===== src/rtl/uart_rx_os_if.sv =====
// Signal bundle between the oversampling UART receiver and its host.
// The master side drives the serial line, oversample tick and consume strobe.
interface uart_rx_os_if #(
    parameter int DATA_BITS = 8
);
    logic                 RxD;
    logic                 baud_tick;
    logic                 clr_rda;
    logic [DATA_BITS-1:0] rx_data;
    logic                 RDA;
    logic                 parity_err;
    logic                 framing_err;
    logic                 overrun;
    logic                 busy;
    logic [2:0]           state_dbg;

    // RDA rises with a completed word and stays set until a one-cycle clr_rda;
    // a word completing while RDA is still set (and not consumed that cycle) sets overrun.
    modport master (
        output RxD, baud_tick, clr_rda,
        input  rx_data, RDA, parity_err, framing_err, overrun, busy, state_dbg
    );

    modport slave (
        input  RxD, baud_tick, clr_rda,
        output rx_data, RDA, parity_err, framing_err, overrun, busy, state_dbg
    );
endinterface


===== src/rtl/uart_rx_os.sv =====
// Oversampling UART receiver: start-bit midpoint validation, mid-bit sampling,
// configurable data width, parity and stop bits, with sticky RDA/overrun status.
module uart_rx_os #(
    parameter int DATA_BITS  = 8,
    parameter int OVERSAMPLE = 16,
    parameter int PARITY     = 0,
    parameter int STOP_BITS  = 1
) (
    input  logic          clk,
    input  logic          reset,
    uart_rx_os_if.slave   bus
);
    localparam int TW = $clog2(OVERSAMPLE);
    localparam logic [TW-1:0] HALF_T = TW'(OVERSAMPLE / 2 - 1);
    localparam logic [TW-1:0] LAST_T = TW'(OVERSAMPLE - 1);
    localparam logic [3:0] LAST_DATA = 4'(DATA_BITS - 1);
    localparam logic [3:0] LAST_STOP = 4'(STOP_BITS - 1);

    typedef enum logic [2:0] {
        S_IDLE   = 3'd0,
        S_START  = 3'd1,
        S_DATA   = 3'd2,
        S_PARITY = 3'd3,
        S_STOP   = 3'd4
    } state_t;

    state_t               r_state, w_state_nx;
    logic [1:0]           r_sync;
    logic [TW-1:0]        r_tcnt, w_tcnt_nx;
    logic [3:0]           r_bcnt, w_bcnt_nx;
    logic [DATA_BITS-1:0] r_shift, w_shift_nx;
    logic                 r_perr_i, w_perr_nx;
    logic                 r_ferr_i, w_ferr_nx;
    logic                 w_done;
    logic [DATA_BITS-1:0] r_rx_data;
    logic                 r_rda, r_parity_err, r_framing_err, r_overrun;

    logic w_rx_s, w_mid, w_par;
    assign w_rx_s = r_sync[1];
    assign w_mid  = (r_tcnt == LAST_T);
    assign w_par  = ^{r_shift, w_rx_s};

    always_comb begin
        w_state_nx = r_state;
        w_tcnt_nx  = r_tcnt;
        w_bcnt_nx  = r_bcnt;
        w_shift_nx = r_shift;
        w_perr_nx  = r_perr_i;
        w_ferr_nx  = r_ferr_i;
        w_done     = 1'b0;
        if (bus.baud_tick) begin
            case (r_state)
                S_IDLE: begin
                    if (!w_rx_s) begin
                        w_tcnt_nx  = '0;
                        w_state_nx = S_START;
                    end
                end
                S_START: begin
                    if (r_tcnt == HALF_T) begin
                        // A line back high at mid start bit was only a glitch.
                        if (w_rx_s) begin
                            w_state_nx = S_IDLE;
                        end else begin
                            w_tcnt_nx  = '0;
                            w_bcnt_nx  = '0;
                            w_perr_nx  = 1'b0;
                            w_ferr_nx  = 1'b0;
                            w_state_nx = S_DATA;
                        end
                    end else begin
                        w_tcnt_nx = r_tcnt + 1'b1;
                    end
                end
                S_DATA: begin
                    w_tcnt_nx = r_tcnt + 1'b1;
                    if (w_mid) begin
                        w_shift_nx = {w_rx_s, r_shift[DATA_BITS-1:1]};
                        w_bcnt_nx  = r_bcnt + 1'b1;
                        if (r_bcnt == LAST_DATA) begin
                            w_bcnt_nx  = '0;
                            w_state_nx = (PARITY != 0) ? S_PARITY : S_STOP;
                        end
                    end
                end
                S_PARITY: begin
                    w_tcnt_nx = r_tcnt + 1'b1;
                    if (w_mid) begin
                        w_perr_nx  = (PARITY == 1) ? ~w_par : w_par;
                        w_state_nx = S_STOP;
                    end
                end
                S_STOP: begin
                    w_tcnt_nx = r_tcnt + 1'b1;
                    if (w_mid) begin
                        w_ferr_nx = r_ferr_i | ~w_rx_s;
                        if (r_bcnt == LAST_STOP) begin
                            w_done     = 1'b1;
                            w_state_nx = S_IDLE;
                        end else begin
                            w_bcnt_nx = r_bcnt + 1'b1;
                        end
                    end
                end
                default: w_state_nx = S_IDLE;
            endcase
        end
    end

    always_ff @(posedge clk) begin
        if (reset) begin
            r_state       <= S_IDLE;
            r_sync        <= 2'b11;
            r_tcnt        <= '0;
            r_bcnt        <= '0;
            r_shift       <= '0;
            r_perr_i      <= 1'b0;
            r_ferr_i      <= 1'b0;
            r_rx_data     <= '0;
            r_rda         <= 1'b0;
            r_parity_err  <= 1'b0;
            r_framing_err <= 1'b0;
            r_overrun     <= 1'b0;
        end else begin
            r_state  <= w_state_nx;
            r_sync   <= {r_sync[0], bus.RxD};
            r_tcnt   <= w_tcnt_nx;
            r_bcnt   <= w_bcnt_nx;
            r_shift  <= w_shift_nx;
            r_perr_i <= w_perr_nx;
            r_ferr_i <= w_ferr_nx;
            // Completion outranks a coincident clr_rda; that clear only consumes the old word.
            if (w_done) begin
                r_rx_data     <= r_shift;
                r_rda         <= 1'b1;
                r_parity_err  <= r_perr_i;
                r_framing_err <= w_ferr_nx;
                r_overrun     <= r_overrun | (r_rda & ~bus.clr_rda);
            end else if (bus.clr_rda) begin
                r_rda     <= 1'b0;
                r_overrun <= 1'b0;
            end
        end
    end

    assign bus.rx_data     = r_rx_data;
    assign bus.RDA         = r_rda;
    assign bus.parity_err  = r_parity_err;
    assign bus.framing_err = r_framing_err;
    assign bus.overrun     = r_overrun;
    assign bus.busy        = (r_state != S_IDLE);
    assign bus.state_dbg   = r_state;
endmodule


===== src/flat_wrapper.sv =====
// flat-port wrapper written by rule: the top's interface ports become plain ports
module uart_rx_os_flat 
#(
    parameter int DATA_BITS  = 8,
    parameter int OVERSAMPLE = 16,
    parameter int PARITY     = 0,
    parameter int STOP_BITS  = 1
)
  (clk, reset, bus_RxD, bus_baud_tick, bus_clr_rda, bus_rx_data, bus_RDA, bus_parity_err, bus_framing_err, bus_overrun, bus_busy, bus_state_dbg);
  uart_rx_os_if #(.DATA_BITS(DATA_BITS)) bus_i ();
  input  logic clk;
  input  logic reset;
  input wire logic [$bits(bus_i.RxD)-1:0] bus_RxD;
  input wire logic [$bits(bus_i.baud_tick)-1:0] bus_baud_tick;
  input wire logic [$bits(bus_i.clr_rda)-1:0] bus_clr_rda;
  output wire logic [$bits(bus_i.rx_data)-1:0] bus_rx_data;
  output wire logic [$bits(bus_i.RDA)-1:0] bus_RDA;
  output wire logic [$bits(bus_i.parity_err)-1:0] bus_parity_err;
  output wire logic [$bits(bus_i.framing_err)-1:0] bus_framing_err;
  output wire logic [$bits(bus_i.overrun)-1:0] bus_overrun;
  output wire logic [$bits(bus_i.busy)-1:0] bus_busy;
  output wire logic [$bits(bus_i.state_dbg)-1:0] bus_state_dbg;
  assign bus_i.RxD = bus_RxD;
  assign bus_i.baud_tick = bus_baud_tick;
  assign bus_i.clr_rda = bus_clr_rda;
  assign bus_rx_data = bus_i.rx_data;
  assign bus_RDA = bus_i.RDA;
  assign bus_parity_err = bus_i.parity_err;
  assign bus_framing_err = bus_i.framing_err;
  assign bus_overrun = bus_i.overrun;
  assign bus_busy = bus_i.busy;
  assign bus_state_dbg = bus_i.state_dbg;
  uart_rx_os #(.DATA_BITS(DATA_BITS), .OVERSAMPLE(OVERSAMPLE), .PARITY(PARITY), .STOP_BITS(STOP_BITS)) u_core (.clk(clk), .reset(reset), .bus(bus_i));
endmodule

===== config.mk =====
export PLATFORM = sky130hd
export DESIGN_NAME = uart_rx_os_flat
export DESIGN_NICKNAME = d
export VERILOG_FILES = /design/src/rtl/uart_rx_os_if.sv /design/src/rtl/uart_rx_os.sv /design/src/flat_wrapper.sv
export SDC_FILE = /design/constraint.sdc
export NUM_CORES = 1
export LEC_CHECK = 0
export ABC_AREA = 1
export CAP_MARGIN = 20
export CORE_ASPECT_RATIO = 0.75
export CORE_MARGIN = 8
export CORE_UTILIZATION = 30
export DETAILED_ROUTE_END_ITERATION = 10
export MAX_ROUTING_LAYER = met4
export PLACE_DENSITY = 0.53
export SETUP_SLACK_MARGIN = 0.15
export SYNTH_ARGS = -nofsm -noshare
export SYNTH_HDL_FRONTEND = slang
export SYNTH_SLANG_ARGS = --single-unit

===== constraint.sdc =====
create_clock -name clk -period 2 [get_ports clk]
set_clock_uncertainty 0.05 [all_clocks]
set_input_delay 0.3 -clock clk [delete_from_list [all_inputs] [get_ports clk]]
set_output_delay 0.3 -clock clk [all_outputs]
set_load 0.01 [all_outputs]

==> metrics.txt, run 1 <==
Rows 24; highest attainable clock frequency 575 MHz; final period utilization 0.870; hold path depth 1; final weighted congestion in routability-driven placement 0.831; setup tns final 0 ns; initial DRC count 59; area share of the largest cell type after synthesis 0.393; drt wl/cell 10.9 um; CTS HTree Levels 2; setup violators final 0; worst endpoint required time 1.65 ns; ys flop type sky130_fd_sc_hd__dfxtp_1; router iterations before antenna repair 4; crit end category output port; synthesis-to-finish area growth 24.0%; share of final-layout standard cells stronger than drive strength 1 0.152; die outline area 0.00869 sq mm; Port Buf Inserts 20; total of max-cap violations 0; highest net fanout along the worst path 4; aggregate routed wire length 3940 um; mapped cell area 0.00178 sq mm; number of instances resized during post-cts repair 0; max-slew violations 0; post-CTS setup-driven buffer insertion count 0; time the worst path needs with I/O delays and setup 1.74 ns; via count 1564; asr flop ratio synth 0; Placement Setup Slack 0.233 ns; Unique masters post-synth 28; syn nets 263; leading cell types by count after synthesis sky130_fd_sc_hd__nand2_1, sky130_fd_sc_hd__nor2_1, sky130_fd_sc_hd__dfxtp_1; Synth area leader sky130_fd_sc_hd__dfxtp_1; mean post-synth cell area 6.99 sq um; post-synthesis cell count 255; DRT antenna net count 0; Initial Utilization 0.309; endpoints failing hold 0; clk sinks 35; flop-to-flop setup slack 0.36 ns; count of nets after finishing 290; hold buffers post-CTS 0; TritonCTS clock tree built; setup repair after global routing missed its margin true; crit path launch type flip-flop; first-pass GRT wire length 6600 um; number of buffers on the longest clock path 2; area taken by multi-input logic gates 955 sq um; end point of the most critical hold path u_core.r_sync[1]$_SDFF_PP1_; overall track demand over capacity in global routing 0.0979; number of buffers created by CTS 5; launch point of the worst reg-to-reg path u_core.r_tcnt[0]$_SDFFE_PP0P_; die height 82.7 um; P_leak 0.995 nW; sequential cell area in the final layout 703 sq um; headroom to the max-slew limit 0.734; antenna violations before repair 0; Post-DP Area 0.00210 sq mm; VDD IR max 0.000338 V; clock transition time at the flip-flop clock pins of the worst setup and hold paths 0.08 ns; sequential element share of the synthesized area 0.393; number of ports placed on the die boundary 21; number of flip-flops and latches in the synthesized netlist 35; vias in the first global route 1411; Synth area leaders sky130_fd_sc_hd__dfxtp_1, sky130_fd_sc_hd__nand2_1, sky130_fd_sc_hd__nor2_1; most common cell in the synthesized netlist sky130_fd_sc_hd__nand2_1; DR vias/cell 4.33; worst-case reg-to-reg path depth 8; run status finished, final reports clean; Tightest Pin Transition 0.395 ns; synthesis warning total 0; die extent in x 105 um; Clock Tree Root sky130_fd_sc_hd__clkbuf_8; Clk Latency, worst-skew pair 0.29 ns; Hold Crit Class reg -> reg; total inserted antenna cells 0; number of synthesized flops with an enable pin 0; largest net degree at the start of global routing 24; arrival time reported for the critical path endpoint 1.39 ns; DP Wirelength 2910 um; core area 0.00577 sq mm; final cell area excluding filler cells 0.00221 sq mm; Pwr per Cell Area 956 mW/mm^2; Final Worst Setup Slack 0.260 ns; number of remaining DRC errors 0; Min-Delay Startpoint u_core.r_sync[0]$_SDFF_PP1_; endpoint of the most critical register-to-register path u_core.bus.rx_data[1]$_SDFFE_PP0P_; overflow left after global routing 0; start-to-end type of the worst setup path reg -> out; fill count 636
-- critical path, stage by stage (launching register included) --
cell and delay, ns:
sky130_fd_sc_hd__dfxtp_2 0.40, sky130_fd_sc_hd__inv_2 0.07, sky130_fd_sc_hd__nand2_1 0.09, sky130_fd_sc_hd__clkdlybuf4s50_1 0.54
-- state kept, by name, summed over array words and instances (netlist names) --
signal,cells
u_core.r_perr_i,1
u_core.r_ferr_i,1
u_core.bus.overrun,1
u_core.bus.RDA,1
u_core.bus.framing_err,1
u_core.r_shift,8
u_core.bus.state_dbg,3
u_core.r_sync,2
u_core.bus.rx_data,8
u_core.r_bcnt,4
u_core.r_tcnt,4
u_core.bus.parity_err,1
-- worst max path at each step --
stage,from,endpoint,depth (start not counted)
global route,u_core.r_tcnt[0]$_SDFFE_PP0P_,u_core.bus.rx_data[1]$_SDFFE_PP0P_,8
detailed placement,bus_baud_tick,u_core.r_tcnt[3]$_SDFFE_PP0P_,6
global placement,bus_baud_tick,u_core.r_tcnt[3]$_SDFFE_PP0P_,6
floorplan,u_core.r_tcnt[0]$_SDFFE_PP0P_,u_core.r_bcnt[1]$_SDFFE_PP0P_,10
finish,u_core.bus.state_dbg[2]$_SDFFE_PP0P_,bus_busy,3
CTS,u_core.bus.state_dbg[2]$_SDFFE_PP0P_,bus_busy,3
-- layout by cell type, fill, tap and decap left out, types with 4 or more instances in the layout --
master                            count
sky130_fd_sc_hd__nand2_1             49
sky130_fd_sc_hd__nor2_1              44
sky130_fd_sc_hd__dfxtp_1             33
sky130_fd_sc_hd__o21ai_0             25
sky130_fd_sc_hd__inv_1               24
sky130_fd_sc_hd__clkdlybuf4s50_1     20
sky130_fd_sc_hd__a21oi_1             19
sky130_fd_sc_hd__inv_2                6
sky130_fd_sc_hd__nand2_2              6
sky130_fd_sc_hd__nand3_1              6
sky130_fd_sc_hd__clkbuf_8             6
sky130_fd_sc_hd__nor2_4               5
sky130_fd_sc_hd__nor2_2               4
sky130_fd_sc_hd__o21ai_1              4
sky130_fd_sc_hd__xnor2_1              4
sky130_fd_sc_hd__xor2_1               4
-- per-stage QoR --
stage	hold WS, ns	util	power [mW]	cells
after global routing	0.392	0.383	2.28	361
after detailed placement	0.351	0.364	1.56	353
final	0.367	0.383	2.11	361
after floorplan	0.339	-	1.36	255
after CTS	0.371	0.381	2.12	361
after global placement	0.348	0.364	1.57	353
-- layer usage --
metal / vias up / global-route usage / share of wire
li1: 865 / - / -
met1: 669 / 0.140 / 0.59
met2: 26 / 0.127 / 0.36
met3: 4 / 0.0271 / 0.037
met4: 0 / 0.0298 / 0.0086
met5: - / - / 0
-- area by class of cell --
class / count / share of cell area
repair buffers: 24 / 0.110
clock buffers: 6 / 0.0374
flip-flops and latches: 35 / 0.318
multi-input cells: 186 / 0.432
clock inverters: 2 / 0.00736
well taps: 78 / 0.0442
inverters: 30 / 0.0510
-- logic make-up after synthesis --
logic type | after synthesis | share of synthesized area
AOI/OAI and AO/OA | 49 | 0.139
xor gates and xnor gates | 8 | 0.0393
adders and majority gates | 3 | 0.0211
buffers and inverters | 34 | 0.0765
DFF | 35 | 0.393
and+or+nand+nor | 126 | 0.331
-- power by group --
group          switching [mW]  internal (mW)  leakage [nW]
clock                   0.275          0.281        0.0474
combinational           0.472          0.277         0.663
sequential             0.0586          0.749         0.284
total                   0.805           1.31         0.995
Power figures use the tool's default switching activity.
==> run 2, diff against run 1 <==
==> constraint.sdc (replaced) <==
create_clock -name clk -period 2 [get_ports clk]
set_clock_uncertainty 0.05 [all_clocks]
set_input_delay 0.4 -clock clk [delete_from_list [all_inputs] [get_ports clk]]
set_output_delay 0.4 -clock clk [all_outputs]
set_load 0.01 [all_outputs]
==> metrics.txt, run 2 (synthesized netlist as in run 1, its figures left out) <==
initial DRC count 80 (+36%); crit path launch type flip-flop; highest attainable clock frequency 553 MHz (-3.8%); aggregate routed wire length 4060 um (+3.1%); total of max-cap violations 0 (unchanged); number of ports placed on the die boundary 21 (unchanged); final weighted congestion in routability-driven placement 0.801 (-3.6%); Pwr per Cell Area 995 mW/mm^2 (+4.1%); Tightest Pin Transition 0.370 ns (-0.0253 ns); largest net degree at the start of global routing 19 (-21%); total inserted antenna cells 0 (unchanged); CTS HTree Levels 2 (unchanged); Post-DP Area 0.00209 sq mm (-0.36%); endpoints failing hold 0 (unchanged); core area 0.00577 sq mm (unchanged); DP Wirelength 3030 um (+4.0%); clock transition time at the flip-flop clock pins of the worst setup and hold paths 0.07 ns (about the same); P_leak 0.991 nW (-0.32%); drt wl/cell 11.3 um (+3.6%); crit-path leading delay family buffers and inverters; start-to-end type of the worst setup path reg -> out; die height 82.7 um (unchanged); overall track demand over capacity in global routing 0.102 (+0.00429); final period utilization 0.904 (+0.0342); via count 1563 (-0.064%); synthesis-to-finish area growth 23.7%; setup tns final 0 ns (unchanged); worst endpoint required time 1.55 ns (-0.10 ns); Hold Crit Class reg -> reg; Clock Tree Root sky130_fd_sc_hd__clkbuf_8; setup violators final 0 (unchanged); vias in the first global route 1439 (+2.0%); overflow left after global routing 0 (unchanged); router iterations before antenna repair 4 (unchanged); number of buffers on the longest clock path 2 (unchanged); die extent in x 105 um (unchanged); sequential cell area in the final layout 706 sq um (+0.36%); DRT antenna net count 0 (unchanged); total chip power 2.19 mW (+3.8%); crit end category output port; number of standard cells in the final layout excluding fillers 359 (-0.55%); Placed Cells 352 (-0.28%); post-CTS setup-driven buffer insertion count 0 (unchanged); area taken by multi-input logic gates 947 sq um (-0.79%); VDD IR max 0.000353 V (+4.3%); antenna violations before repair 0 (unchanged); Clk Latency, worst-skew pair 0.29 ns (about the same); slowest cell on the critical path sky130_fd_sc_hd__clkdlybuf4s50_1; highest net fanout along the worst path 5 (+1); number of buffers created by CTS 5 (unchanged); Placement Setup Slack 0.132 ns (-0.101 ns); most used cells in the layout excluding fill and tap cells sky130_fd_sc_hd__nand2_1, sky130_fd_sc_hd__nor2_1, sky130_fd_sc_hd__dfxtp_1; commonest non-fill, non-tap cell in the layout sky130_fd_sc_hd__nand2_1; final cell area excluding filler cells 0.00220 sq mm (-0.23%); run status finished, final reports clean; final cell utilization of the core 0.382 (-0.000869); headroom to the max-slew limit 0.751 (+0.0170); Port Buf Inserts 20 (unchanged); hold buffers post-CTS 0 (unchanged); number of remaining DRC errors 0 (unchanged); fill count 643 (+1.1%); Final Worst Setup Slack 0.192 ns (-0.0684 ns); critical path cell sequence nor2_2 > nand2_1 > clkdlybuf4s50_1; count of buffer and inverter cells on the critical path 1 (-1); hold slack final 0.366 ns (-0.000858 ns); setup repair after global routing missed its margin true; share of final-layout standard cells stronger than drive strength 1 0.142 (-0.00959); Initial Utilization 0.309 (unchanged); count of nets after finishing 289 (-0.34%); clk sinks 35 (unchanged); first-pass GRT wire length 6910 um (+4.6%); time the worst path needs with I/O delays and setup 1.81 ns (+0.0684 ns); TritonCTS clock tree built; Rows 24 (unchanged); max-slew violations 0 (unchanged); arrival time reported for the critical path endpoint 1.36 ns (-0.03 ns); DR vias/cell 4.35 (+0.49%); maximum single-stage delay on the critical path 0.48 ns (-0.06 ns); die outline area 0.00869 sq mm (unchanged)
==> run 2: cell count changes in the layout (fill, tap and decap cells not counted), sizes merged <==
cell / change
buf: -1
clkinv: -1
bufinv: +1
clkbuf: -1
==> run 2: per-layer routing <==
metal,up-vias,wire length [um],GRT usage,part of all wire
li1,862,-,-,-
met1,672,2460,0.147,0.60
met2,25,1400,0.131,0.34
met3,4,161,0.0256,0.040
met4,0,43,0.0383,0.011
met5,-,0,-,0
==> run 2: final timing paths <==
| kind | slack (ns) | cells past startpoint | to | from |
|---|---|---|---|---|
| worst min-delay path | 0.37 | 1 | u_core.r_sync[1]$_SDFF_PP1_ | u_core.r_sync[0]$_SDFF_PP1_ |
| worst min register to register | 0.37 | 1 | u_core.r_sync[1]$_SDFF_PP1_ | u_core.r_sync[0]$_SDFF_PP1_ |
| worst max register to register | 0.33 | 8 | u_core.r_shift[1]$_SDFFE_PP0P_ | u_core.r_tcnt[0]$_SDFFE_PP0P_ |
| worst max-delay path | 0.19 | 3 | bus_busy | u_core.bus.state_dbg[0]$_SDFFE_PP0P_ |
==> run 2: worst reg2reg max path, cell delays in order (launching register included) <==
cell and delay [ns]:
sky130_fd_sc_hd__dfxtp_1 0.39, sky130_fd_sc_hd__ha_1 0.21, sky130_fd_sc_hd__nand2_2 0.09, sky130_fd_sc_hd__nor2_2 0.16, sky130_fd_sc_hd__nand2_2 0.13, sky130_fd_sc_hd__nor2_4 0.22
sky130_fd_sc_hd__inv_2 0.11, sky130_fd_sc_hd__o21ai_0 0.15, sky130_fd_sc_hd__a21oi_1 0.05
==> run 2: layout make-up <==
type	count	area share
Clock buffer	5	0.0312
Clock inverter	2	0.0170
Inverter	30	0.0511
Multi-Input combinational cell	186	0.430
Sequential cell	35	0.320
Tap cell	78	0.0443
Timing Repair Buffer	23	0.107
==> run 2: repair_timing <==
item / 4_1_cts / 5_1_grt
cloned: 0 / 0
resized for setup: 2 / 2
setup endpoints to repair: 1 / 8
pin swaps: 0 / 1
==> run 2: report_power, final <==
part	leakage [nW]	internal (mW)	switching, mW
combinational	0.657	0.275	0.479
sequential	0.284	0.751	0.0579
clock	0.0502	0.364	0.266
==> run 3, diff against run 2 <==
--- a/config.mk
+++ b/config.mk
@@ -5,7 +5,6 @@
 export SDC_FILE = /design/constraint.sdc
 export NUM_CORES = 1
 export LEC_CHECK = 0
-export ABC_AREA = 1
 export CAP_MARGIN = 20
 export CORE_ASPECT_RATIO = 0.75
 export CORE_MARGIN = 8
==> metrics.txt, run 3 <==
core area 0.00571 sq mm (-1.0%); worst endpoint required time 2.16 ns (+0.61 ns); die extent in x 104 um (-1.2%); Pwr per Cell Area 618 mW/mm^2 (-38%); synthesis-to-finish area growth 36.4%; router iterations before antenna repair 4 (unchanged); Rows 24 (unchanged); number of flip-flops and latches in the synthesized netlist 35 (unchanged); commonest non-fill, non-tap cell in the layout sky130_fd_sc_hd__nor2_1; mean post-synth cell area 8.88 sq um (+27%); most used cells in the layout excluding fill and tap cells sky130_fd_sc_hd__nor2_1, sky130_fd_sc_hd__dfxtp_1, sky130_fd_sc_hd__mux2i_1; CTS HTree Levels 2 (unchanged); number of ports placed on the die boundary 21 (unchanged); number of buffers on the longest clock path 2 (unchanged); Port Buf Inserts 20 (unchanged); total of max-cap violations 0 (unchanged); highest attainable clock frequency 550 MHz (-0.46%); mapped cell area 0.00173 sq mm (-2.8%); count of nets after finishing 237 (-18%); Tightest Pin Transition 0.386 ns (+0.0163 ns); arrival time reported for the critical path endpoint 1.98 ns (+0.62 ns); sequential element share of the synthesized area 0.405 (+0.0114); endpoints failing hold 0 (unchanged); setup violators final 0 (unchanged); hold slack final 0.367 ns (+0.000627 ns); aggregate routed wire length 4040 um (-0.52%); synthesis warning total 0 (unchanged); start-to-end type of the worst setup path reg -> reg; run status finished, final reports clean; Hold Crit Class reg -> reg; headroom to the max-slew limit 0.743 (-0.00826); crit end category flip-flop; Initial Utilization 0.304 (-0.00552); DRT antenna net count 0 (unchanged); setup repair after global routing missed its margin true; DP Wirelength 2570 um (-15%); share of final-layout standard cells stronger than drive strength 1 0.257 (+0.114); TritonCTS clock tree built; post-synthesis cell count 195 (-24%); overflow left after global routing 0 (unchanged); Synth area leader sky130_fd_sc_hd__dfxtp_1; vias in the first global route 1302 (-9.5%); crit path launch type flip-flop; first-pass GRT wire length 6600 um (-4.5%); area share of the largest cell type after synthesis 0.405 (+0.0114); Synth area leaders sky130_fd_sc_hd__dfxtp_1, sky130_fd_sc_hd__mux2i_1, sky130_fd_sc_hd__nor2_1; asr flop ratio synth 0 (unchanged); antenna violations before repair 0 (unchanged); time the worst path needs with I/O delays and setup 1.82 ns (+0.00834 ns); Clock Tree Root sky130_fd_sc_hd__clkbuf_8; clock transition time at the flip-flop clock pins of the worst setup and hold paths 0.08 ns (about the same); most common cell in the synthesized netlist sky130_fd_sc_hd__dfxtp_1; Clk Latency, worst-skew pair 0.29 ns (about the same); number of buffers created by CTS 5 (unchanged); final period utilization 0.908 (+0.00417); drt wl/cell 13.1 um (+16%); clk sinks 35 (unchanged); total inserted antenna cells 0 (unchanged); overall track demand over capacity in global routing 0.0990 (-0.00319); die outline area 0.00848 sq mm (-2.3%); leading cell types by count after synthesis sky130_fd_sc_hd__dfxtp_1, sky130_fd_sc_hd__nor2_1, sky130_fd_sc_hd__mux2i_1; DR vias/cell 4.74 (+9.0%); Critical Path Start u_core.bus.state_dbg[1]$_SDFFE_PP0P_; syn nets 203 (-23%); die height 81.8 um (-1.1%); final cell utilization of the core 0.414 (+0.0317); number of synthesized flops with an enable pin 0 (unchanged); VDD IR max 0.000327 V (-7.2%); highest net fanout along the worst path 7 (+2); launch point of the worst reg-to-reg path u_core.bus.state_dbg[1]$_SDFFE_PP0P_; ys flop type sky130_fd_sc_hd__dfxtp_1; final weighted congestion in routability-driven placement 0.771 (-3.7%); Unique masters post-synth 46 (+64%); Final Worst Setup Slack 0.183 ns (-0.00834 ns); Placement Setup Slack -0.131 ns (-0.263 ns); largest net degree at the start of global routing 39 (+20); P_leak 0.946 nW (-4.5%); Min-Delay Startpoint u_core.r_sync[0]$_SDFF_PP1_; initial DRC count 97 (+21%); number of remaining DRC errors 0 (unchanged); via count 1461 (-6.5%); max-slew violations 0 (unchanged)
-- run 3: cell types whose count changed after synthesis, moves of 10 or more --
cell / before / now
sky130_fd_sc_hd__a21oi_1: 19 / 9
sky130_fd_sc_hd__clkbuf_1: 1 / 11
sky130_fd_sc_hd__inv_1: 24 / 5
sky130_fd_sc_hd__mux2i_1: 0 / 21
sky130_fd_sc_hd__nand2_1: 49 / 6
sky130_fd_sc_hd__nor2_1: 46 / 30
sky130_fd_sc_hd__o21ai_0: 25 / 4
-- run 3: metrics by stage --
step / TNS [ns] / cell area (sq um) / instances / power [mW]
2_1_floorplan: 0 / 1750 / 195 / 0.766
3_3_place_gp: -0.800 / 2100 / 295 / 0.802
3_5_place_dp: -0.994 / 2100 / 295 / 0.801
4_1_cts: 0 / 2270 / 304 / 1.47
5_1_grt: 0 / 2360 / 308 / 1.53
6_report: 0 / 2360 / 308 / 1.46
-- run 3: worst paths after layout --
kind / slack (ns) / cells after the start / end
worst min register to register: 0.37 / 1 / u_core.r_sync[1]$_SDFF_PP1_
worst max register to register: 0.18 / 4 / u_core.bus.framing_err$_SDFFE_PP0P_
worst max-delay path: 0.18 / 4 / u_core.bus.framing_err$_SDFFE_PP0P_
worst min-delay path: 0.37 / 1 / u_core.r_sync[1]$_SDFF_PP1_
-- run 3: cells by family after synthesis --
kind of cell / after synthesis / share of synthesized area
xor gates and xnor gates: 8 / 0.0405
DFF: 35 / 0.405
buffers and inverters: 19 / 0.0506
AOI/OAI and AO/OA: 32 / 0.132
muxes: 21 / 0.121
adders and majority gates: 3 / 0.0217
and+or+nand+nor: 77 / 0.229
-- run 3: layout make-up --
type	instances	area, sq um
flip-flops and latches	35	713
inverters	5	18.8
well taps	78	97.6
repair buffers	40	374
fillers	575	3340
multi-input cells	142	1040
clock buffers	6	82.6
clock inverters	2	35.0
-- run 3: what timing repair did --
item,4_1_cts,5_1_grt
setup endpoints to repair,17,26
hold buffers,0,0
cloned,1,0
pin swaps,0,4
hold endpoints to repair,0,0
gates resized for setup,10,21
buffers inserted,0,4
-- run 3: critical path, cell delays in order, from the launching register on --
cell and delay [ns]:
sky130_fd_sc_hd__dfxtp_4 0.36, sky130_fd_sc_hd__or3b_4 0.41, sky130_fd_sc_hd__or4b_4 0.60, sky130_fd_sc_hd__nor2b_1 0.17, sky130_fd_sc_hd__nor3_1 0.14
-- run 3: power breakdown --
group / internal [mW] / switching, mW
logic: 0.0414 / 0.0468
clock network: 0.403 / 0.264
registers: 0.700 / 0.00327
-- run 3: per-layer routing --
metal,part of all wire,up-vias,GRT usage,wire length [um]
met5,0,-,-,0
met1,0.55,657,0.138,2200
li1,-,760,-,-
met2,0.39,37,0.131,1590
met4,0.010,0,0.0345,42
met3,0.051,7,0.0282,206
